## src/rtl/bayes_ctrl_pkg.sv

```systemverilog
// Shared types for the likelihood-array sequencer: FSM state encoding and mode constants.
package bayes_ctrl_pkg;

   typedef enum logic [2:0] {
      IDLE      = 3'd0,
      LOAD_OBS  = 3'd1,
      LOAD_SEED = 3'd2,
      INFER     = 3'd3,
      DRAIN     = 3'd4,
      READOUT   = 3'd5,
      DECIDE    = 3'd6,
      DONE      = 3'd7
   } ctrl_state_t;

   localparam logic MODE_STOCH = 1'b0;
   localparam logic MODE_LOG   = 1'b1;

endpackage

```

## src/rtl/bayes_argmax.sv

```systemverilog
// Combinational arg-max over the packed per-class score vector; lowest index wins ties.
// Zero latency, no flow control; tie flags any other class equal to the maximum.
module bayes_argmax #(
   parameter int Narray = 2,
   parameter int CNT_W  = 10
) (
   input  logic [(2**Narray)*CNT_W-1:0] scores,
   output logic [Narray-1:0]            idx,
   output logic [CNT_W-1:0]             max_val,
   output logic                         tie
);

   localparam int NCLS = 2**Narray;

   always_comb begin
      idx     = '0;
      max_val = scores[CNT_W-1:0];
      tie     = 1'b0;
      // strict greater-than keeps the earliest index on equal scores
      for (int i = 1; i < NCLS; i++) begin
         if (scores[i*CNT_W +: CNT_W] > max_val) begin
            max_val = scores[i*CNT_W +: CNT_W];
            idx     = Narray'(i);
         end
      end
      for (int i = 0; i < NCLS; i++) begin
         if ((Narray'(i) != idx) && (scores[i*CNT_W +: CNT_W] == max_val)) begin
            tie = 1'b1;
         end
      end
   end

endmodule

```

## src/rtl/bayes_inference_ctrl.sv

```systemverilog
// Sequencer for the likelihood array: load obs/seed, run inference or log read-out, report arg-max class.
// start->done is n+8 (stochastic) or n+17 (log) cycles; start is ignored while busy.
module bayes_inference_ctrl
   import bayes_ctrl_pkg::*;
#(
   parameter int Narray     = 2,
   parameter int Nword      = 6,
   parameter int N          = Narray + Nword,
   parameter int Nword_used = 3,
   parameter int CNT_W      = 10
) (
   input  logic                          clk,
   input  logic                          rst_n,
   input  logic                          start,
   input  logic                          mode,
   input  logic [(2**Narray)*Nword-1:0]  obs,
   input  logic [2**Nword_used-1:0]      seed_in,
   input  logic [CNT_W-1:0]              n_cycles,
   input  logic [2**Narray-1:0]          bit_out,
   output logic                          inference,
   output logic                          load_seed,
   output logic                          load_mem,
   output logic                          read_out,
   output logic                          read_1,
   output logic                          read_8,
   output logic                          stoch_log,
   output logic [2**Nword_used-1:0]      seeds,
   output logic [N-1:0]                  adr_full_col,
   output logic [N-1:0]                  adr_full_row,
   output logic                          busy,
   output logic                          done,
   output logic [Narray-1:0]             winner,
   output logic [CNT_W-1:0]              win_score,
   output logic                          tie
);

   localparam int               NCLS      = 2**Narray;
   localparam int               RD_LEN    = 2**Nword_used;
   localparam logic [CNT_W-1:0] SCORE_MAX = '1;

   ctrl_state_t                   state, state_nxt;
   logic [CNT_W-1:0]              cnt, cnt_nxt;
   logic [CNT_W-1:0]              n_lat;
   logic [NCLS*Nword-1:0]         obs_lat, obs_src;
   logic [Narray-1:0]             col_nxt;
   logic [Nword-1:0]              obs_word;
   logic                          infer_d, rd_d;
   logic                          accept;
   logic [NCLS-1:0][CNT_W-1:0]    score;
   logic [NCLS*CNT_W-1:0]         score_flat;
   logic [Narray-1:0]             am_idx;
   logic [CNT_W-1:0]              am_max;
   logic                          am_tie;

   assign read_1     = 1'b0;
   assign read_8     = 1'b0;
   assign accept     = (state == IDLE) && start;
   assign score_flat = score;

   // column addresses for the first LOAD_OBS cycle are formed before obs_lat is loaded
   assign obs_src  = (state == IDLE) ? obs : obs_lat;
   assign col_nxt  = cnt_nxt[Narray-1:0];
   assign obs_word = obs_src[col_nxt*Nword +: Nword];

   always_comb begin
      state_nxt = state;
      cnt_nxt   = cnt;
      case (state)
         IDLE: begin
            if (start) begin
               state_nxt = LOAD_OBS;
               cnt_nxt   = '0;
            end
         end
         LOAD_OBS: begin
            if (cnt == CNT_W'(NCLS - 1)) begin
               state_nxt = LOAD_SEED;
               cnt_nxt   = '0;
            end else begin
               cnt_nxt = cnt + 1'b1;
            end
         end
         LOAD_SEED: begin
            state_nxt = INFER;
            cnt_nxt   = '0;
         end
         INFER: begin
            if (cnt == n_lat - 1'b1) begin
               state_nxt = DRAIN;
               cnt_nxt   = '0;
            end else begin
               cnt_nxt = cnt + 1'b1;
            end
         end
         DRAIN: begin
            state_nxt = (stoch_log == MODE_LOG) ? READOUT : DECIDE;
            cnt_nxt   = '0;
         end
         READOUT: begin
            // one extra cycle so the bit of the last read_out strobe is captured
            if (cnt == CNT_W'(RD_LEN)) begin
               state_nxt = DECIDE;
               cnt_nxt   = '0;
            end else begin
               cnt_nxt = cnt + 1'b1;
            end
         end
         DECIDE:  state_nxt = DONE;
         DONE:    state_nxt = IDLE;
         default: state_nxt = IDLE;
      endcase
   end

   // all strobes are decoded from the next state so they are flop outputs aligned with their state
   always_ff @(posedge clk or negedge rst_n) begin
      if (!rst_n) begin
         state        <= IDLE;
         cnt          <= '0;
         n_lat        <= '0;
         obs_lat      <= '0;
         stoch_log    <= 1'b0;
         seeds        <= '0;
         load_mem     <= 1'b0;
         load_seed    <= 1'b0;
         inference    <= 1'b0;
         read_out     <= 1'b0;
         busy         <= 1'b0;
         done         <= 1'b0;
         adr_full_col <= '0;
         adr_full_row <= '0;
         infer_d      <= 1'b0;
         rd_d         <= 1'b0;
      end else begin
         state <= state_nxt;
         cnt   <= cnt_nxt;
         if (accept) begin
            obs_lat   <= obs;
            n_lat     <= (n_cycles == '0) ? CNT_W'(1) : n_cycles;
            stoch_log <= mode;
            seeds     <= seed_in;
         end
         load_mem  <= (state_nxt == LOAD_OBS);
         load_seed <= (state_nxt == LOAD_SEED);
         inference <= (state_nxt == INFER);
         read_out  <= (state_nxt == READOUT) && (cnt_nxt < CNT_W'(RD_LEN));
         busy      <= (state_nxt != IDLE);
         done      <= (state_nxt == DONE);
         if (state_nxt == LOAD_OBS) begin
            adr_full_col <= {col_nxt, obs_word};
            adr_full_row <= {{Narray{1'b0}}, obs_word};
         end else begin
            adr_full_col <= '0;
            adr_full_row <= '0;
         end
         infer_d <= inference && (stoch_log == MODE_STOCH);
         rd_d    <= read_out;
      end
   end

   // array data lags its strobe by one cycle, hence the delayed enables
   always_ff @(posedge clk or negedge rst_n) begin
      if (!rst_n) begin
         score <= '0;
      end else if (accept) begin
         score <= '0;
      end else begin
         for (int k = 0; k < NCLS; k++) begin
            if (infer_d && bit_out[k] && (score[k] != SCORE_MAX)) begin
               score[k] <= score[k] + 1'b1;
            end else if (rd_d) begin
               score[k] <= {score[k][CNT_W-2:0], bit_out[k]};
            end
         end
      end
   end

   bayes_argmax #(
      .Narray (Narray),
      .CNT_W  (CNT_W)
   ) u_argmax (
      .scores  (score_flat),
      .idx     (am_idx),
      .max_val (am_max),
      .tie     (am_tie)
   );

   always_ff @(posedge clk or negedge rst_n) begin
      if (!rst_n) begin
         winner    <= '0;
         win_score <= '0;
         tie       <= 1'b0;
      end else if (state == DECIDE) begin
         winner    <= am_idx;
         win_score <= am_max;
         tie       <= am_tie;
      end
   end

endmodule

```

## config.mk

```make
export PLATFORM = sky130hd
export DESIGN_NAME = bayes_inference_ctrl
export DESIGN_NICKNAME = d
export VERILOG_FILES = /design/src/rtl/bayes_ctrl_pkg.sv /design/src/rtl/bayes_argmax.sv /design/src/rtl/bayes_inference_ctrl.sv
export SDC_FILE = /design/constraint.sdc
export NUM_CORES = 1
export LEC_CHECK = 0
export CAP_MARGIN = 20
export CORE_MARGIN = 8
export CORE_UTILIZATION = 24
export DETAILED_ROUTE_END_ITERATION = 6
export PLACE_DENSITY = 0.5
export REMOVE_ABC_BUFFERS = 1
export SLEW_MARGIN = 20
export SYNTH_ARGS = -nofsm -noshare
export SYNTH_HDL_FRONTEND = slang
export SYNTH_SLANG_ARGS = --single-unit
```

## constraint.sdc

```tcl
create_clock -name clk -period 6.4 [get_ports clk]
set_input_delay 0.96 -clock clk [delete_from_list [all_inputs] [get_ports clk]]
set_output_delay 0.96 -clock clk [all_outputs]
set_load 0.02 [all_outputs]
```

### After elaboration in Yosys (flattened, before gate mapping)

Index checks and enable logic that the tools add are counted.

* bits in registers: 133
* bits of input ports: 50
* output and inout bits: 46
* word-level logic and storage cells: 120

* bitwise operators: 1
* equality and inequality tests: 26
* magnitude comparators: 4
* multiply operators: 1
* multiplexer cells: 34
* reductions and logical operators: 24
* shift-type cells: 1
* $add $sub $neg: 6

Operator list (count)
* 10-bit two-way mux: 16
* 10-bit by 1-bit adder with 10-bit output, second input constant: 5
* 10-bit equality test: 5
* 10-bit one-hot mux with 5 select lines: 1
* 40-bit two-way mux: 1
* 10-bit != test, second input constant: 4
* 10-bit > comparator: 3
* 24-bit two-way mux: 1
* 3-bit one-hot mux with 8 select lines: 1
* 24-bit by 6-bit variable part select with 6-bit output: 1
* 3-bit equality test, second input constant: 6
* 1-bit logical AND: 15
* 3-bit nonzero test: 5
* 3-bit by 2-bit equality test with 1-bit output, second input constant: 4
* 3-bit two-way mux: 4
* 10-bit by 2-bit equality test with 1-bit output, second input constant: 1
* 10-bit by 4-bit equality test with 1-bit output, second input constant: 1
* 10-bit logical NOT: 1
* 10-bit by 4-bit less-than comparator with 1-bit output, second input constant: 1
* 10-bit by 1-bit subtractor with 10-bit output, second input constant: 1
* 8-bit two-way mux: 1
* 3-bit by 1-bit equality test with 1-bit output, second input constant: 2
* 2-bit two-way mux: 3
* 6-bit two-way mux: 1
* 8 further kinds: 13

### Longest topological paths before layout

* word-level depth: 12
* mapped depth: 36
* depth with buffers taken out: 29

### Modules after synthesis

Synthesis repeated with hierarchy kept, for this count alone.

* cells, all modules: 1182
* area total of the unflattened synthesis: 9435.3 um^2

Modules (own cells, without submodules)
* bayes_inference_ctrl: cells an instance 828, area each 6969.2 um^2, times used 1, sequential area each 3128.0 um^2
* bayes_argmax: cells an instance 354, area each 2466.1 um^2, times used 1, sequential area each 0.0 um^2

### Worst setup path before layout

No wires, ideal clock.

* path type: register to register
* start point: register score[4] in the netlist's numbering
* end point: register tie
* path buffers: 5
* data required time: 6.274 ns
* cell stages (with the launch flop): 34
* arrival: 6.779 ns
* clock period less this slack: 6.905 ns
* setup time: 0.126 ns
* slack: -0.505 ns
* path through: dfrtp_1 clkbuf_1 inv_1 ha_1 and4_1 o211ai_2 and3_1 buf_2 nor2_1 clkbuf_1 nor2_1 a21oi_1 ha_1 a21o_1 a21o_1 a21oi_1 o41ai_1 or2_2 clkbuf_2 o21ai_4 mux2i_1 inv_1 ha_1 a2111oi_0 nand4_1 and3_1 clkbuf_1 a21oi_1 a32oi_1 o221ai_1 a2111oi_0 and4_1 and4_1 o32a_1

* cells in the longest elaborated chain, start to end: 12
* elaborated cells between the ends (all ways): 25
* classes of those cells: order compare: 3; eq/ne: 7; mux: 10; reduce/logical: 5

RTL lines
* from (decl): RTL line bayes_inference_ctrl.sv:49 `logic [NCLS-1:0][CNT_W-1:0] score;`
* from (signal, indexed assignment): RTL line bayes_inference_ctrl.sv:169 `score[k] <= score[k] + 1'b1;`
* from (signal, indexed assignment): RTL line bayes_inference_ctrl.sv:171 `score[k] <= {score[k][CNT_W-2:0], bit_out[k]};`
* 10-bit > comparator: RTL line bayes_argmax.sv:21 `if (scores[i*CNT_W +: CNT_W] > max_val) begin`
* 10-bit two-way mux: RTL line bayes_argmax.sv:21
* 10-bit > comparator: RTL line bayes_argmax.sv:21
* 10-bit two-way mux: RTL line bayes_argmax.sv:21
* 10-bit > comparator: RTL line bayes_argmax.sv:21
* 10-bit two-way mux / 2-bit two-way mux (equally long branches): RTL line bayes_argmax.sv:21
* 10-bit equality test / 2-bit nonzero test (equally long branches): RTL line bayes_argmax.sv:27 `if ((Narray'(i) != idx) && (scores[i*CNT_W +: CNT_W] == max_val)) begin`
* 1-bit logical AND: RTL line bayes_argmax.sv:27
* 1-bit two-way mux (3 in series): RTL line bayes_argmax.sv:27
* 1-bit two-way mux (*): RTL line bayes_argmax.sv:27
* to (signal assigned): RTL line bayes_inference_ctrl.sv:195 `tie <= am_tie;`
* to (decl): RTL line bayes_inference_ctrl.sv:34 `output logic tie`

Every way passes the cells marked *; elsewhere a longest branch is shown, timed or not.
A chain may end at the register's enable or synchronous reset.

### Worst setup path after layout

* start point: register score[5] in the netlist's numbering
* end point: register tie

The elaborated chain is that of the path after synthesis.

==> results.py <==
metrics = {
    "floorplan": {
        "ioPinCount": 96,
        "start_util_pct": 24.3,
        "fp.dieH_um": 211,
        "row_count": 71,
        "coreArea_um2": 37600,
        "die_width_um": 211,
        "dieArea_um2": 44600,
    },
    "global_routing": {
        "track_usage_pct": 15.1,
        "use_met2_pct": 24.2,
        "antenna_found_initial": 0,
        "met3_usage_pct": 3.49,
        "busiest_layer": "met2",
        "grt_max_degree": 76,
        "grt_pass1_wl_um": 52400,
        "grt.met1_usage_pct": 19.8,
        "grt_pass1_vias": 8833,
        "grt-ovfl-total": 0,
    },
    "worst_setup_path": {
        "crit_path_start_kind": "flop",
        "slowest_stage": "or3_1",
        "critPathMaxFanout": 5,
        "worst_setup_path_end_kind": "flop",
        "crit_type": "flop to flop",
        "max_stage_delay_ns": 0.41,
        "ff2ff_setup_slack_ns": 0.25,
        "critPathArrivalTime_ns": 6.49,
        "worstPathRequired_ns": 6.74,
        "rr_startpoint": "score[5]",
        "r2r_cells": 28,
        "r2r-end": "tie",
    },
    "drt": {
        "dr.first_iter.drc_count": 806,
        "drt_wl_total_um": 33400,
        "drc": 0,
        "antenna_left": 0,
        "wl_per_cell_um": 19.1,
        "dr.pass1.iters": 7,
        "via_per_inst": 5.12,
        "vias": 8972,
    },
    "cells_and_area": {
        "fillers": 4008,
        "layout_common_cells": "dfrtp_1, buf_4, nand2_1, clkdlybuf4s50_1, nor2_1",
        "area_delta_synth_final_pct": 31.8,
        "diodes": 0,
        "final_common_cell": "dfrtp_1",
        "multiInputGateArea_um2": 5640,
        "nets": 1315,
        "layout-drive-gt1-share_pct": 20.5,
        "seq_area_um2": 3130,
    },
    "sta": {
        "drv_slew": 0,
        "min_period_over_period_pct": 96.1,
        "finClkSkew_ns": 0.0152,
        "fin_hold_ws_ns": 0.397,
        "max_slew_margin_pct": 33.6,
        "fmax_mhz": 163,
        "finalHoldViolCount": 0,
        "setup_violations": 0,
        "period_minus_slack_ns": 6.15,
        "tightestPinTransition_ns": 0.994,
    },
    "hold_path": {
        "hold_start": "read_out",
        "hold_depth": 0,
        "worstHoldPathType": "flop to flop",
        "hold_path_end": "rd_d",
    },
    "yosys": {
        "avgSynthCellArea_um2": 8.47,
        "synth-seq-cells": 125,
        "synth_area_leaders": "dfrtp_1, mux2_2, ha_1",
        "synth_top_cell_by_area": "dfrtp_1",
        "yosysUniqueCellTypes": 84,
        "synth_ff_type": "dfrtp_1",
        "yosys_warnings": 0,
        "synth-seq-area-share_pct": 34.2,
        "async_flop_share_pct": 100,
        "synth.top_cell.area_share_pct": 34.2,
        "synth_edf_count": 0,
        "syn-instance-count": 1079,
        "syn_area_um2": 9130,
    },
    "outcome": {
        "outcome": "complete, no violations",
    },
    "clock_network": {
        "cts_tree": "done",
        "cts_max_path_buffers": 2,
        "clk_pin_slew_worst_paths_ns": 0.07,
        "cts-buffers-inserted": 17,
        "cts_htree_levels": 4,
        "cts_root_buffer": "clkbuf_16",
        "insertion_delay_ns": 0.46,
        "cts_num_sinks": 125,
    },
    "place": {
        "portBuffers": 91,
        "hpwl_um": 24700,
        "routabilityCongestion": 0.962,
    },
    "run": {
        "cap_viol_max_count": 0,
    },
}
[logic make-up after synthesis]
group,after synthesis,share of synthesized area (%)
AO/OA/AOI/OAI,305,22.7
adder cells (fa/ha/maj),36,4.93
XOR/XNOR,53,5.08
AND/OR/NAND/NOR,366,19.8
multiplexers,56,7.01
flip-flops,125,34.2
buffers and inverters,137,6.22
other,1,0.0411
[per-layer routing]
| layer | up-vias | share of wire [%] |
|---|---|---|
| met5 | - | 0 |
| met4 | 0 | 2.0 |
| met3 | 45 | 5.9 |
| met2 | 270 | 47 |
| met1 | 4396 | 45 |
| li1 | 4261 | - |
[worst max-delay path: cells and delay by family, from the launching register on]
family | cells | cell delay (ns)
and+or+nand+nor | 8 | 1.76
AOI/OAI and AO/OA | 10 | 1.72
adders and majority gates | 3 | 0.93
muxes | 3 | 0.84
buffers and inverters | 4 | 0.43
DFF | 1 | 0.36
[flip-flops by register name (all words and copies together), names as in the netlist]
| register | count |
|---|---|
| stoch_log | 1 |
| read_out | 1 |
| load_seed | 1 |
| infer_d | 1 |
| state | 3 |
| win_score | 10 |
| load_mem | 1 |
| score | 40 |
| winner | 2 |
| done | 1 |
| adr_full_col | 8 |
| rd_d | 1 |
| tie | 1 |
| n_lat | 10 |
| busy | 1 |
| inference | 1 |
| seeds | 8 |
| cnt | 10 |
| obs_lat | 24 |
[metrics by stage]
stage,setup TNS [ns],setup slack [ns],std cells,instance area (µm²),utilization (%)
2_1_floorplan,-0.739,-0.739,992,8750,-
3_3_place_gp,-0.0178,-0.0178,1714,11200,29.9
3_5_place_dp,-0.127,-0.127,1714,11200,29.9
4_1_cts,0,0.00398,1747,11800,31.5
5_1_grt,-0.0786,-0.0786,1753,12000,32.0
6_report,0,0.251,1753,12000,32.0
[synthesized netlist by cell type (7+ instances only)]
cell type	number
o21a_1	10
xnor2_1	33
nand2_1	97
clkbuf_1	66
a21oi_1	77
nor2_1	86
nand4_1	17
inv_1	46
ha_1	36
mux2_2	43
o211ai_1	7
nand3_1	33
and2_1	11
dfrtp_1	125
a32oi_1	7
nor3_1	32
nor2b_1	12
o21ai_0	58
and4_1	11
xor2_1	20
nor4_1	21
buf_4	10
mux2i_1	10
and3_1	19
a211oi_1	25
a221oi_1	13
a311oi_1	10
a31oi_1	21
[cell type report]
cell class	instances	area share, %
Clock inverter	14	1.12
Multi-Input combinational cell	820	46.9
Tap cell	511	5.31
Timing Repair Buffer	218	15.6
Sequential cell	125	26.0
Inverter	47	1.47
Clock buffer	18	3.65
[timing repair]
item,CTS,global route
buffers inserted,1,6
hold buffers,0,0
pin swaps,1,13
resized for setup,5,41
endpoints found under the setup margin,1,1
[worst max path at each step]
| stage | start | endpoint | slack, ns | cells after the start |
|---|---|---|---|---|
| after floorplan | score[5] | tie | -0.74 | 29 |
| after global placement | score[9] | tie | -0.02 | 29 |
| after detailed placement | score[9] | tie | -0.13 | 29 |
| after CTS | score[5] | tie | 0.004 | 30 |
| after global routing | score[7] | tie | -0.08 | 29 |
| final | score[5] | tie | 0.25 | 28 |
Power is left out: the tool's default activity adds up to more than one toggle a clock period on the data nets, which glitch-free logic cannot reach.
